===== src/rtl/dmem_pkg.sv =====
// Shared definitions for the data-memory sequencing controller:
// access-type encodings, FSM states and beat-count decoding.
package dmem_pkg;

   localparam logic [2:0] CTRL_B  = 3'b000;
   localparam logic [2:0] CTRL_H  = 3'b001;
   localparam logic [2:0] CTRL_W  = 3'b010;
   localparam logic [2:0] CTRL_BU = 3'b100;
   localparam logic [2:0] CTRL_HU = 3'b101;

   typedef enum logic [1:0] {
      ST_IDLE  = 2'd0,
      ST_BEAT  = 2'd1,
      ST_RWAIT = 2'd2,
      ST_DONE  = 2'd3
   } state_t;

   typedef struct packed {
      logic       legal;
      logic [2:0] beats;
   } beat_info_t;

   // Number of byte beats for an access type; illegal types report zero beats.
   function automatic beat_info_t beat_info(input logic [2:0] ctrl);
      beat_info_t bi;
      bi.legal = 1'b1;
      bi.beats = 3'd0;
      case (ctrl)
         CTRL_B, CTRL_BU: bi.beats = 3'd1;
         CTRL_H, CTRL_HU: bi.beats = 3'd2;
         CTRL_W:          bi.beats = 3'd4;
         default:         bi.legal = 1'b0;
      endcase
      return bi;
   endfunction

endpackage


===== src/rtl/dmem_rr_arb.sv =====
// Two-way round-robin arbiter. On a tie the port not granted last wins;
// the last-grant register only moves when the owner accepts a grant.
module dmem_rr_arb (
   input  logic       clk,
   input  logic       rst,
   input  logic [1:0] req,
   input  logic       update,
   output logic       grant,
   output logic       last_grant
);

   // Grant index: a lone requester wins, a tie goes to the other port.
   always_comb begin
      grant = 1'b0;
      case (req)
         2'b01:   grant = 1'b0;
         2'b10:   grant = 1'b1;
         2'b11:   grant = ~last_grant;
         default: grant = 1'b0;
      endcase
   end

   // Remember the accepted grant; reset value makes port 0 win the first tie.
   always_ff @(posedge clk or posedge rst) begin
      if (rst) last_grant <= 1'b1;
      else if (update) last_grant <= grant;
   end

endmodule


===== src/rtl/dmem_controller.sv =====
// Serializes byte/halfword/word accesses from two requesters onto a
// byte-wide synchronous-read RAM, little-endian, with load extension.
// Handshake: a port holds Req and its fields stable; the controller
// samples Req only in IDLE and answers with a one-cycle Done pulse.
module dmem_controller
   import dmem_pkg::*;
#(
   parameter int AW = 11
) (
   input  logic          clk,
   input  logic          rst,
   input  logic [1:0]    Req,
   input  logic [1:0]    Wr,
   input  logic [2:0]    Ctrl0,
   input  logic [2:0]    Ctrl1,
   input  logic [31:0]   Addr0,
   input  logic [31:0]   Addr1,
   input  logic [31:0]   WData0,
   input  logic [31:0]   WData1,
   output logic [1:0]    Done,
   output logic [1:0]    Err,
   output logic [31:0]   RData,
   output logic [AW-1:0] MemAddr,
   output logic          MemWe,
   output logic [7:0]    MemWData,
   input  logic [7:0]    MemRData,
   output state_t        dbg_state
);

   state_t          state, state_nxt;
   logic            winner, wr_q, err_q;
   logic [2:0]      ctrl_q;
   logic [AW-1:0]   addr_q;
   logic [31:0]     wdata_q, asm_q, ext_data;
   logic [1:0]      cnt, last_q, cap_idx;
   logic            grant, last_grant, arb_update;
   logic            sel_wr;
   logic [2:0]      sel_ctrl;
   logic [31:0]     sel_addr, sel_wdata;
   beat_info_t      bi;
   logic            unused_bits;

   assign sel_wr     = grant ? Wr[1]  : Wr[0];
   assign sel_ctrl   = grant ? Ctrl1  : Ctrl0;
   assign sel_addr   = grant ? Addr1  : Addr0;
   assign sel_wdata  = grant ? WData1 : WData0;
   assign bi         = beat_info(sel_ctrl);
   assign arb_update = (state == ST_IDLE) && (Req != 2'b00);
   assign dbg_state  = state;
   // Read byte lands one cycle after issue: BEAT sees beat cnt-1, RWAIT the last.
   assign cap_idx    = (state == ST_RWAIT) ? last_q : cnt - 2'd1;
   assign unused_bits = ^{sel_addr[31:AW], bi.beats[2], last_grant};

   dmem_rr_arb u_arb (
      .clk        (clk),
      .rst        (rst),
      .req        (Req),
      .update     (arb_update),
      .grant      (grant),
      .last_grant (last_grant)
   );

   // FSM state register; reset aborts any access in flight.
   always_ff @(posedge clk or posedge rst) begin
      if (rst) state <= ST_IDLE;
      else     state <= state_nxt;
   end

   // Next-state logic.
   always_comb begin
      state_nxt = state;
      case (state)
         ST_IDLE:  if (Req != 2'b00) state_nxt = bi.legal ? ST_BEAT : ST_DONE;
         ST_BEAT:  if (cnt == last_q) state_nxt = wr_q ? ST_DONE : ST_RWAIT;
         ST_RWAIT: state_nxt = ST_DONE;
         ST_DONE:  state_nxt = ST_IDLE;
         default:  state_nxt = ST_IDLE;
      endcase
   end

   // Latch the winning request, step the beat counter, assemble load bytes.
   always_ff @(posedge clk or posedge rst) begin
      if (rst) begin
         winner  <= 1'b0;
         wr_q    <= 1'b0;
         err_q   <= 1'b0;
         ctrl_q  <= '0;
         addr_q  <= '0;
         wdata_q <= '0;
         last_q  <= '0;
         cnt     <= '0;
         asm_q   <= '0;
      end else begin
         case (state)
            ST_IDLE: begin
               if (arb_update) begin
                  winner  <= grant;
                  wr_q    <= sel_wr;
                  ctrl_q  <= sel_ctrl;
                  addr_q  <= sel_addr[AW-1:0];
                  wdata_q <= sel_wdata;
                  err_q   <= ~bi.legal;
                  last_q  <= bi.beats[1:0] - 2'd1;
                  cnt     <= '0;
                  asm_q   <= '0;
               end
            end
            ST_BEAT: begin
               cnt <= cnt + 2'd1;
               if (!wr_q && cnt != 2'd0) asm_q[{cap_idx, 3'b000} +: 8] <= MemRData;
            end
            ST_RWAIT: asm_q[{cap_idx, 3'b000} +: 8] <= MemRData;
            default: ;
         endcase
      end
   end

   // Sign or zero extension of the assembled load value.
   always_comb begin
      ext_data = 32'd0;
      case (ctrl_q)
         CTRL_B:  ext_data = {{24{asm_q[7]}}, asm_q[7:0]};
         CTRL_H:  ext_data = {{16{asm_q[15]}}, asm_q[15:0]};
         CTRL_W:  ext_data = asm_q;
         CTRL_BU: ext_data = {24'd0, asm_q[7:0]};
         CTRL_HU: ext_data = {16'd0, asm_q[15:0]};
         default: ext_data = 32'd0;
      endcase
   end

   // Outputs decode from state only, so reset silences MemWe at once.
   always_comb begin
      MemAddr  = '0;
      MemWe    = 1'b0;
      MemWData = 8'd0;
      Done     = 2'b00;
      Err      = 2'b00;
      RData    = 32'd0;
      case (state)
         ST_BEAT: begin
            MemAddr  = addr_q + {{(AW-2){1'b0}}, cnt};
            MemWe    = wr_q;
            MemWData = wdata_q[{cnt, 3'b000} +: 8];
         end
         ST_DONE: begin
            Done[winner] = 1'b1;
            Err[winner]  = err_q;
            if (!wr_q && !err_q) RData = ext_data;
         end
         default: ;
      endcase
   end

endmodule


===== config.mk =====
export PLATFORM = sky130hd
export DESIGN_NAME = dmem_controller
export DESIGN_NICKNAME = d
export VERILOG_FILES = /design/src/rtl/dmem_pkg.sv /design/src/rtl/dmem_rr_arb.sv /design/src/rtl/dmem_controller.sv
export SDC_FILE = /design/constraint.sdc
export NUM_CORES = 1
export LEC_CHECK = 0
export CAP_MARGIN = 20
export CORE_MARGIN = 2
export CORE_UTILIZATION = 48
export DETAILED_ROUTE_END_ITERATION = 10
export PLACE_DENSITY = 0.86
export SYNTH_ARGS = -nofsm -noshare
export SYNTH_HDL_FRONTEND = slang
export SYNTH_HIERARCHICAL = 1
export SYNTH_SLANG_ARGS = --single-unit

===== constraint.sdc =====
create_clock -name clk -period 6.63 [get_ports clk]
set_clock_uncertainty 0.15 [all_clocks]
set_input_delay 0.9945 -clock clk [delete_from_list [all_inputs] [get_ports clk]]
set_output_delay 0.9945 -clock clk [all_outputs]
set_load 0.05 [all_outputs]

### Word-level counts from Yosys, hierarchy flattened

Cells that the tools add are included.

* bits in registers: 88
* bits of input ports: 148
* output and inout port bits: 58

* add/sub/neg operators: 5
* order comparisons: 2
* eq/ne operators: 18
* shifts and indexed selects: 3
* multiplexer cells: 29
* bitwise gates (word level): 3
* reductions and logical operators: 20

Operator list (number)
* 2-to-1 mux 32 bit: 5
* one-hot mux 32 bit (5 select lines): 1
* one-hot mux 32 bit (3 select lines): 1
* bitwise mux 32 bit: 1
* variable shift 8 x 7 -> 32 bit, first input constant: 1
* variable part select 32 x 6 -> 8 bit: 1
* variable part select 8 x 7 -> 32 bit: 1
* 2-to-1 mux 11 bit: 2
* 2-to-1 mux 2 bit: 7
* equality test 3 bit, second input constant: 4
* adder 11 x 2 -> 11 bit: 1
* equality test 2 bit, second input constant: 4
* 2-to-1 mux 8 bit: 1
* one-hot mux 2 bit (4 select lines): 1
* negation 5 -> 7 bit: 1
* equality test 3 x 1 -> 1 bit, second input constant: 2
* equality test 3 x 2 -> 1 bit, second input constant: 2
* logical NOT 3 bit: 2
* inequality test 2 bit, second input constant: 3
* one-hot mux 2 bit (3 select lines): 1
* AND reduction 2 bit: 3
* nonzero test 2 bit: 3
* 2-to-1 mux 1 bit: 5
* OR reduction 5 bit: 1
* 19 further kinds: 26

### Logic depth before layout (Yosys ltp)

Gate-level depths: netlist of run 1.

* word-level depth: 9
* mapped depth: 11
* mapped depth without buffers: 9

### By module

The synthesis of run 1 kept the hierarchy.

Modules (own cells, without submodules)
* dmem_controller: times used 1, cells each 544, area an instance 5143.7 um2, seq. area each 2152.1 um2
* dmem_rr_arb: times used 1, cells each 4, area an instance 56.3 um2, seq. area each 26.3 um2

### Least setup slack after synthesis of run 1

Ideal clock, no wire load.

* path kind: reg-to-output
* start point: register cnt[1]
* end point: output port MemAddr[6]
* arrival time: 2.783 ns
* slack: 2.703 ns
* stages on the path, launching flop included: 7
* path buffers: 1
* cells stage by stage: dfrtp_1 buf_2 inv_1 fa_1 nand3b_1 or3_1 a21boi_0

* cells in the longest elaborated chain, start to end: 2

Ends and longest elaborated chain
* from (decl): RTL line dmem_controller.sv:35 `logic [1:0] cnt, last_q, cap_idx;`
* from (signal assigned): RTL line dmem_controller.sv:109 `cnt <= cnt + 2'd1;`
* adder 11 x 2 -> 11 bit: RTL line dmem_controller.sv:141 `MemAddr = addr_q + {{(AW-2){1'b0}}, cnt};`
* 2-to-1 mux 11 bit: RTL line dmem_controller.sv:139 `case (state)`
* to (decl): RTL line dmem_controller.sv:23 `output logic [AW-1:0] MemAddr,`

No other way between the ends.

### Final worst setup path of run 1

* start point: register cnt[0]
* end point: output port MemAddr[10]

The elaborated chain is that of the path after synthesis.

==> results.yml, run 1 <==
grt:
  grt_util_all_layers_pct: 23.13
  grt_pass1_wl_um: 20980
  grt_pass1_vias: 4441
  grt-ovfl-total: 0
  antenna_found_initial: 0
  grt_max_degree: 87
clock_tree:
  htree_num_levels: 3
  cts_buffer_depth: 2
  cts_setup_buffers: 0
  hold_buffers: 0
  insertion_delay_ns: 0.36
  cts_tree: "built"
  cts_made_buffers: 9
  post_cts_resized: 0
  cts_root_buf: "clkbuf_8"
  cts_sinks: 87
  clk_pin_slew_ns: 0.09
logic_synthesis:
  yosysUniqueCellTypes: 53
  ys_seq_elements: 87
  synth_area_leaders: "dfrtp_1 (41%), mux2i_1 (11%), nand2_1 (7.3%)"
  synth_top_cell_area_share_pct: 41.39
  syn-cell-area_um2: 5200
  ys_warn_count: 6
  synth_commonest_cells: "nand2_1 (101), dfrtp_1 (86), mux2i_1 (55)"
  synthFlopType: "dfrtp_1"
  yosys.cell_count.top_type: "nand2_1"
  yosys.area.top_type: "dfrtp_1"
  seq_area_frac_synth_pct: 41.89
  synth_edf_count: 0
  syn_inst: 548
  syn_nets: 708
  syn_avg_cell_area_um2: 9.489
  async_reset_ff_share_pct: 100.0
worst_setup_path:
  cp-end-kind: "output pin"
  cp-start-kind: "register"
  cp.required_ns: 5.49
  cp-startpoint: "cnt[0]$_DFFE_PP0P_"
  r2r-end: "asm_q[4]$_DFFE_PP0P_"
  reg2reg_depth: 9
  r2r-start: "cnt[0]$_DFFE_PP0P_"
  path_cells: "ha_1, inv_1, fa_1, nand3b_1, nor3_1, xor2_1, and2_1, clkdlybuf4s50_1"
  cp.arrival_ns: 3.62
  critPathSlowestCell: "clkdlybuf4s50_1"
  cp_max_fo: 12
  reg2reg_slack_ns: 3.39
  crit_type: "reg -> out"
  slowest_delay_ns: 0.81
cells_and_area:
  syn_to_final_growth_pct: 37.68
  layout-drive-gt1-share_pct: 7.418
  antennaDiodeCount: 0
  n_fill_cell: 826
  post-route-util_pct: 66.92
  finalNonFillerCells: 841
  fin_nets: 856
hold_path:
  min_to: "wdata_q[31]$_DFFE_PP0P_"
  hold_depth: 2
  hold_path.class: "reg -> reg"
  worstHoldStart: "wdata_q[31]$_DFFE_PP0P_"
placement:
  dp_hpwl_um: 10050
  port_buffers: 163
  globalplace.congestion: 0.8410
  dpl.cell_count: 822
floorplan:
  start_util_pct: 48.61
  fp.dieH_um: 108.1
  core_um2: 10700
  ioPinCount: 206
  die_w_um: 108.1
  dieArea_um2: 11680
  rows: 38
route:
  ant_nets: 0
  routed_wl_um: 13080
  vias_per_cell: 5.379
  drt_pass1_iterations: 5
  vias: 4524
  drt_iter0_markers: 278
  drc: 0
  wl_per_cell_um: 15.55
sta:
  slew_headroom_pct: 38.32
  finalHoldViolations: 0
  rsz0062_at_grt: "no"
  min_period_over_period_pct: 71.82
  period_needed_ns: 4.762
  drv_slew: 0
  fmax_ghz: 0.2100
  fin_tns_setup_ns: 0
  worstMarginPinSlew_ns: 0.9229
  finalSetupViolations: 0
power_and_ir_drop:
  powerDensity_nw_per_um2: 431.4
  leakage_nw: 3.029
  ir_drop_mv: 0.2669
status:
  status: "finished clean"
flow_run:
  maxCapViolCount: 0
## placed cells by master (no fill, tap or decap), drive strengths merged, types with 4 or more instances in the layout
master / netlist / routed
nor2: 22 / 22
a21oi: 34 / 34
o21ai: 56 / 56
nand2b: 11 / 11
clkbuf: 15 / 11
nor4: 8 / 8
nor3: 5 / 5
buf: 18 / 7
mux2i: 55 / 55
o31ai: 16 / 16
xnor2: 6 / 6
a21o: 11 / 11
xor2: 4 / 4
nand3: 6 / 6
mux4: 8 / 8
inv: 20 / 20
nand2: 102 / 102
and2: 22 / 22
dfrtp: 86 / 86
clkdlybuf4s50: 0 / 163
ha: 11 / 11
## area by class of cell
cell class	count	area (um^2)	share of cell area, %
Sequential cell	87	2178	30.43
Clock inverter	5	56.30	0.7864
Inverter	20	76.32	1.066
Tap cell	140	175.2	2.447
Clock buffer	11	141.4	1.975
Timing Repair Buffer	170	1740	24.31
Multi-Input combinational cell	408	2791	38.99
## metal layers
metal  up-vias  routed length, um  GRT usage, %
li1       2198                  -             -
met1      2155               5175         26.96
met2       154               6954         42.54
met3        17                725         4.882
met4         0                225         7.051
met5         -                  0             0
## per-stage QoR
stage | power (W) | area (um^2) | hold slack [ns] | setup WS (ns)
after floorplan | 0.002251 | 5200 | 0.2946 | 2.703
after global placement | 0.002599 | 6875 | 0.3056 | 2.324
after detailed placement | 0.002697 | 6903 | 0.3170 | 2.250
after CTS | 0.003074 | 7101 | 0.3364 | 1.825
after global routing | 0.003304 | 7159 | 0.3533 | 1.636
final | 0.003089 | 7159 | 0.3340 | 1.868
## state kept, by name (all words and copies together), names as in the netlist
| register | count |
|---|---|
| addr_q | 11 |
| asm_q | 32 |
| cnt | 2 |
| ctrl_q | 2 |
| dbg_state | 2 |
| err_q | 1 |
| last_q | 2 |
| u_arb/last_grant | 1 |
| wdata_q | 32 |
| winner | 1 |
| wr_q | 1 |
## worst max path at each step
stage | end | slack [ns] | depth (start not counted)
floorplan | MemAddr[6] | 2.70 | 6
global placement | MemAddr[6] | 2.32 | 7
finish | MemAddr[10] | 1.87 | 8
detailed placement | MemAddr[10] | 2.25 | 8
CTS | MemAddr[10] | 1.83 | 8
global route | MemAddr[10] | 1.64 | 8
## worst max-delay path: cells and delay by family, from the launching register on
family / cells / cell delay, ns
buf+inv: 2 / 0.87
simple gates: 3 / 0.75
flops: 1 / 0.77
xor+xnor: 1 / 0.17
fa+ha+maj: 2 / 0.69
## power breakdown
group | leakage, nW | switching (W) | internal, W
combinational | 1.81 | 0.00104 | 0.000690
clock | 0.0997 | 0.000187 | 0.000185
sequential | 1.12 | 0.000217 | 0.000768
## kinds of logic (layout without fill, tap and decap cells)
family,after synthesis,after routing,synth area share (%)
AND/OR/NAND/NOR,190,190,17.73
multiplexers,66,66,14.77
adder cells (fa/ha/maj),12,12,3.032
XOR/XNOR,10,10,1.684
AO/OA/AOI/OAI,130,130,16.10
flip-flops,87,87,41.89
buffers and inverters,53,206,4.788
Note: power is estimated with default switching activity, not from simulation.
==> run 2, diff against run 1 <==
Settings changed: CORE_UTILIZATION 48 to 40, PLACE_DENSITY 0.86 to 0.77.
Clock period 6.63 ns to 4.3 ns, I/O delays scaled along.
==> results.yml, run 2 (synthesis gave the netlist of run 1 again) <==
cells_and_area:
  antennaDiodeCount: 0
  reg.largest.list: "asm_q x32, wdata_q x32, addr_q x11"
  fin_nets: 858
  post-route-util_pct: 57.48
  layout_common_cells: "clkdlybuf4s50_1 (161), nand2_1 (101), dfrtp_1 (86)"
  final_common_cell: "clkdlybuf4s50_1"
  finalNonFillerCells: 875
  layout-drive-gt1-share_pct: 8.108
  syn_to_final_growth_pct: 40.06
sta:
  worstMarginPinSlew_ns: 0.8579
  fin_tns_setup_ns: 0
  slew_headroom_pct: 42.80
  period_needed_ns: 3.790
  hold_slack_ns: 0.3250
  finalHoldViolations: 0
  rsz0062_at_grt: "no"
  min_period_over_period_pct: 88.15
  drv_slew: 0
  fmax_ghz: 0.2638
  finalSetupViolations: 0
clock_tree:
  insertion_delay_ns: 0.33
  cts_made_buffers: 9
  htree_num_levels: 3
  cts_buffer_depth: 2
  cts_tree: "built"
  clk_pin_slew_ns: 0.06
  cts_setup_buffers: 0
  post_cts_resized: 0
  hold_buffers: 0
  cts_root_buf: "clkbuf_16"
  cts_sinks: 87
worst_setup_path:
  cp-end-kind: "output pin"
  reg2reg_slack_ns: 1.36
  cp.required_ns: 3.50
  cpLargestDelayFamily: "buffers and inverters"
  cp-start-kind: "register"
  slowest_delay_ns: 0.80
  r2r-start: "cnt[0]$_DFFE_PP0P_"
  path_cells: "ha_1, inv_1, fa_1, nand3b_1, nor3_1, xor2_1, and2_1, clkdlybuf4s50_1"
  r2r-end: "asm_q[6]$_DFFE_PP0P_"
  cp_max_fo: 5
  critPathBufInv: 2
  crit_type: "reg -> out"
  cp.arrival_ns: 3.00
  reg2reg_depth: 10
  critPathSlowestCell: "clkdlybuf4s50_1"
placement:
  port_buffers: 163
  globalplace.congestion: 0.7943
  dp_hpwl_um: 10210
  dpl.cell_count: 858
flow_run:
  maxCapViolCount: 0
power_and_ir_drop:
  seq_power_share_pct: 30.0
  intPower_w: 0.002669
  power_frac_clock_pct: 15.4
  p_switching_w: 0.002243
  leakage_nw: 3.072
  powerDensity_nw_per_um2: 674.4
  p_comb_share_pct: 54.6
  ir_drop_mv: 0.2820
  switching_share_pct: 45.67
floorplan:
  ioPinCount: 206
  die_w_um: 118.0
  core_um2: 12670
  dieArea_um2: 13930
  rows: 41
  fp.dieH_um: 118.0
  start_util_pct: 41.04
grt:
  grt_max_degree: 62
  grt_pass1_wl_um: 22070
  antenna_found_initial: 0
  grt_pass1_vias: 4428
  grt_util_all_layers_pct: 19.52
  grt-ovfl-total: 0
route:
  drt_iter0_markers: 160
  vias: 4481
  ant_nets: 0
  drc: 0
  routed_wl_um: 13390
  wl_per_cell_um: 15.30
  vias_per_cell: 5.121
  drt_pass1_iterations: 4
status:
  status: "finished clean"
hold_path:
  min_to: "wdata_q[17]$_DFFE_PP0P_"
  worstHoldStart: "wdata_q[17]$_DFFE_PP0P_"
  hold_depth: 2
  hold_path.class: "reg -> reg"
## run 2: cell count changes in the layout (fill, tap and decap cells not counted), moves of 2 or more
cell,change
clkbuf_16,+9
clkdlybuf4s50_1,-2
buf_4,+6
clkbuf_8,-7
## run 2: through the flow
step	instance area, um^2	setup slack (ns)	total power (W)
2_1_floorplan	5200	0.7222	0.003470
3_3_place_gp	6960	0.9514	0.004053
3_5_place_dp	6960	0.8361	0.004171
4_1_cts	7256	0.4712	0.004942
5_1_grt	7283	0.3421	0.005280
6_report	7283	0.5096	0.004912
## run 2: worst max path at each step
stage | end | from | cells past startpoint | slack (ns)
floorplan | MemAddr[6] | cnt[1]$_DFFE_PP0P_ | 6 | 0.72
global placement | MemAddr[8] | cnt[0]$_DFFE_PP0P_ | 8 | 0.95
detailed placement | MemAddr[8] | addr_q[0]$_DFFE_PP0P_ | 8 | 0.84
CTS | MemAddr[8] | addr_q[0]$_DFFE_PP0P_ | 8 | 0.47
global route | MemAddr[8] | addr_q[0]$_DFFE_PP0P_ | 8 | 0.34
finish | MemAddr[8] | addr_q[0]$_DFFE_PP0P_ | 8 | 0.51
## run 2: per-layer routing
metal	vias to the layer above	routed length, um	track usage (%)	part of all wire [%]
met2	143	7056	35.54	53
met5	-	0	0	0
met4	0	165	5.798	1.2
met3	14	810	3.731	6.1
met1	2127	5355	23.27	40
li1	2197	-	-	-
## run 2: cell type report
class	instances	area, um^2
well taps	172	215.2
repair buffers	172	1727
inverters	20	76.32
clock inverters	4	28.78
flip-flops and latches	87	2178
clock buffers	12	266.5
multi-input cells	408	2791
fillers	1115	5388
## run 2: power by group through the flow
stage,registers [W],logic [W],clock network (W)
floorplan,0.00141,0.00206,0
global placement,0.00146,0.00259,0
detailed placement,0.00149,0.00268,0
CTS,0.00147,0.00270,0.000772
global route,0.00153,0.00294,0.000808
finish,0.00147,0.00268,0.000758
## run 2: worst register-to-register path, stage by stage (launching register included)
cell	delay [ns]
dfrtp_1	0.35
buf_4	0.25
inv_1	0.11
ha_1	0.37
nand2b_4	0.09
and2_1	0.19
ha_1	0.35
nand2_4	0.11
a2111oi_4	0.61
nand2_1	0.11
mux2i_1	0.17
==> run 3, diff against run 2 <==
Settings changed: PLACE_DENSITY 0.77 to 0.8.
==> results.yml, run 3 (synthesis gave the netlist of run 1 again) <==
status:
  status: "finished clean"
worst_setup_path:
  cp.required_ns: 3.50
  path_cells: "ha_1, inv_1, fa_1, nand3b_1, nor3_1, xor2_1, and2_1, clkdlybuf4s50_1"
  critPathSlowestCell: "clkdlybuf4s50_1"
  cp-end-kind: "output pin"
  r2r-start: "cnt[0]$_DFFE_PP0P_"
  cp-startpoint: "cnt[0]$_DFFE_PP0P_"
  reg2reg_slack_ns: 1.26
  cp.arrival_ns: 3.12
  cp-start-kind: "register"
  cp_max_fo: 5
  slowest_delay_ns: 0.82
  crit_type: "reg -> out"
placement:
  pre_cts_slack_ns: 0.7374
  globalplace.congestion: 0.8050
  dp_hpwl_um: 10500
  port_buffers: 163
route:
  vias: 4521
  wl_per_cell_um: 15.55
  drt_iter0_markers: 178
  ant_nets: 0
  drt_pass1_iterations: 5
  vias_per_cell: 5.167
  drc: 0
  routed_wl_um: 13610
sta:
  fin_tns_setup_ns: 0
  fin_ws_ns: 0.3868
  finalSetupViolations: 0
  rsz0062_at_grt: "no"
  fmax_ghz: 0.2555
  drv_slew: 0
  slew_headroom_pct: 45.42
  min_period_over_period_pct: 91.00
  finalHoldViolations: 0
  period_needed_ns: 3.913
  worstMarginPinSlew_ns: 0.8187
power_and_ir_drop:
  leakage_nw: 3.062
  p_comb_share_pct: 54.6
  p_switching_w: 0.002272
  powerDensity_nw_per_um2: 674.3
  power_frac_clock_pct: 15.2
  intPower_w: 0.002625
  seq_power_share_pct: 30.2
  ir_drop_mv: 0.3261
  switching_share_pct: 46.39
cells_and_area:
  final_common_cell: "clkdlybuf4s50_1"
  layout-drive-gt1-share_pct: 8.108
  syn_to_final_growth_pct: 39.68
  antennaDiodeCount: 0
  fin_nets: 858
  layout_common_cells: "clkdlybuf4s50_1 (161), nand2_1 (101), dfrtp_1 (86)"
  reg.largest.list: "asm_q x32, wdata_q x32, addr_q x11"
floorplan:
  dieArea_um2: 13930
  ioPinCount: 206
  core_um2: 12670
  start_util_pct: 41.04
  fp.dieH_um: 118.0
  die_w_um: 118.0
  rows: 41
grt:
  grt_pass1_wl_um: 22380
  grt_util_all_layers_pct: 20.02
  grt_pass1_vias: 4611
  grt_max_degree: 62
  grt-ovfl-total: 0
  antenna_found_initial: 0
clock_tree:
  htree_num_levels: 3
  post_cts_resized: 0
  clk_pin_slew_ns: 0.06
  cts_tree: "built"
  hold_buffers: 0
  cts_made_buffers: 9
  cts_root_buf: "clkbuf_16"
  insertion_delay_ns: 0.34
  cts_setup_buffers: 0
  cts_sinks: 87
  cts_buffer_depth: 2
hold_path:
  worstHoldStart: "wdata_q[1]$_DFFE_PP0P_"
  hold_path.class: "reg -> reg"
flow_run:
  maxCapViolCount: 0
-- run 3: through the flow --
step	hold slack (ns)	cell area (um^2)	total power, W	utilization [%]	std cells
after global placement	0.3056	6960	0.004045	54.93	858
after floorplan	0.2946	5200	0.003470	-	548
after CTS	0.3328	7243	0.004921	57.16	874
final	0.3317	7263	0.004898	57.32	875
after global routing	0.3641	7263	0.005254	57.32	875
after detailed placement	0.3181	6960	0.004173	54.93	858
-- run 3: worst paths after layout --
check | depth (start not counted) | end
max in group asynchronous | 4 | wdata_q[18]$_DFFE_PP0P_
setup reg to reg | 10 | asm_q[2]$_DFFE_PP0P_
hold reg to reg | 2 | wdata_q[1]$_DFFE_PP0P_
min in group asynchronous | 2 | u_arb/last_grant$_DFFE_PP1P_
setup / recovery | 8 | MemAddr[8]
hold / removal | 2 | wdata_q[1]$_DFFE_PP0P_
-- run 3: worst max-delay path, delay by kind of cell, from the launching register on --
family | cells | cell delay, ns
DFF | 1 | 0.38
buffers and inverters | 2 | 0.87
and+or+nand+nor | 3 | 0.76
xor gates and xnor gates | 1 | 0.20
adders and majority gates | 2 | 0.56
-- run 3: final cells by class --
| type | instances | area, um^2 |
|---|---|---|
| Fill cell | 1123 | 5408 |
| Multi-Input combinational cell | 408 | 2791 |
| Sequential cell | 87 | 2178 |
| Timing Repair Buffer | 172 | 1719 |
| Clock buffer | 9 | 225.2 |
| Tap cell | 172 | 215.2 |
| Inverter | 20 | 76.32 |
| Clock inverter | 7 | 57.56 |
-- run 3: routing by layer --
| metal | up-vias | global-route usage [%] | part of all wire, % |
|---|---|---|---|
| li1 | 2208 | - | - |
| met1 | 2111 | 23.43 | 40 |
| met2 | 176 | 36.45 | 52 |
| met3 | 26 | 3.779 | 5.6 |
| met4 | 0 | 7.003 | 1.9 |
| met5 | - | 0 | 0 |
-- run 3: power by group through the flow --
stage / Combinational [W] / Clock, W / Sequential (W)
after global routing: 0.00293 / 0.000791 / 0.00153
after global placement: 0.00258 / 0 / 0.00146
after floorplan: 0.00206 / 0 / 0.00141
final: 0.00268 / 0.000742 / 0.00148
after detailed placement: 0.00268 / 0 / 0.00149
after CTS: 0.00269 / 0.000751 / 0.00148
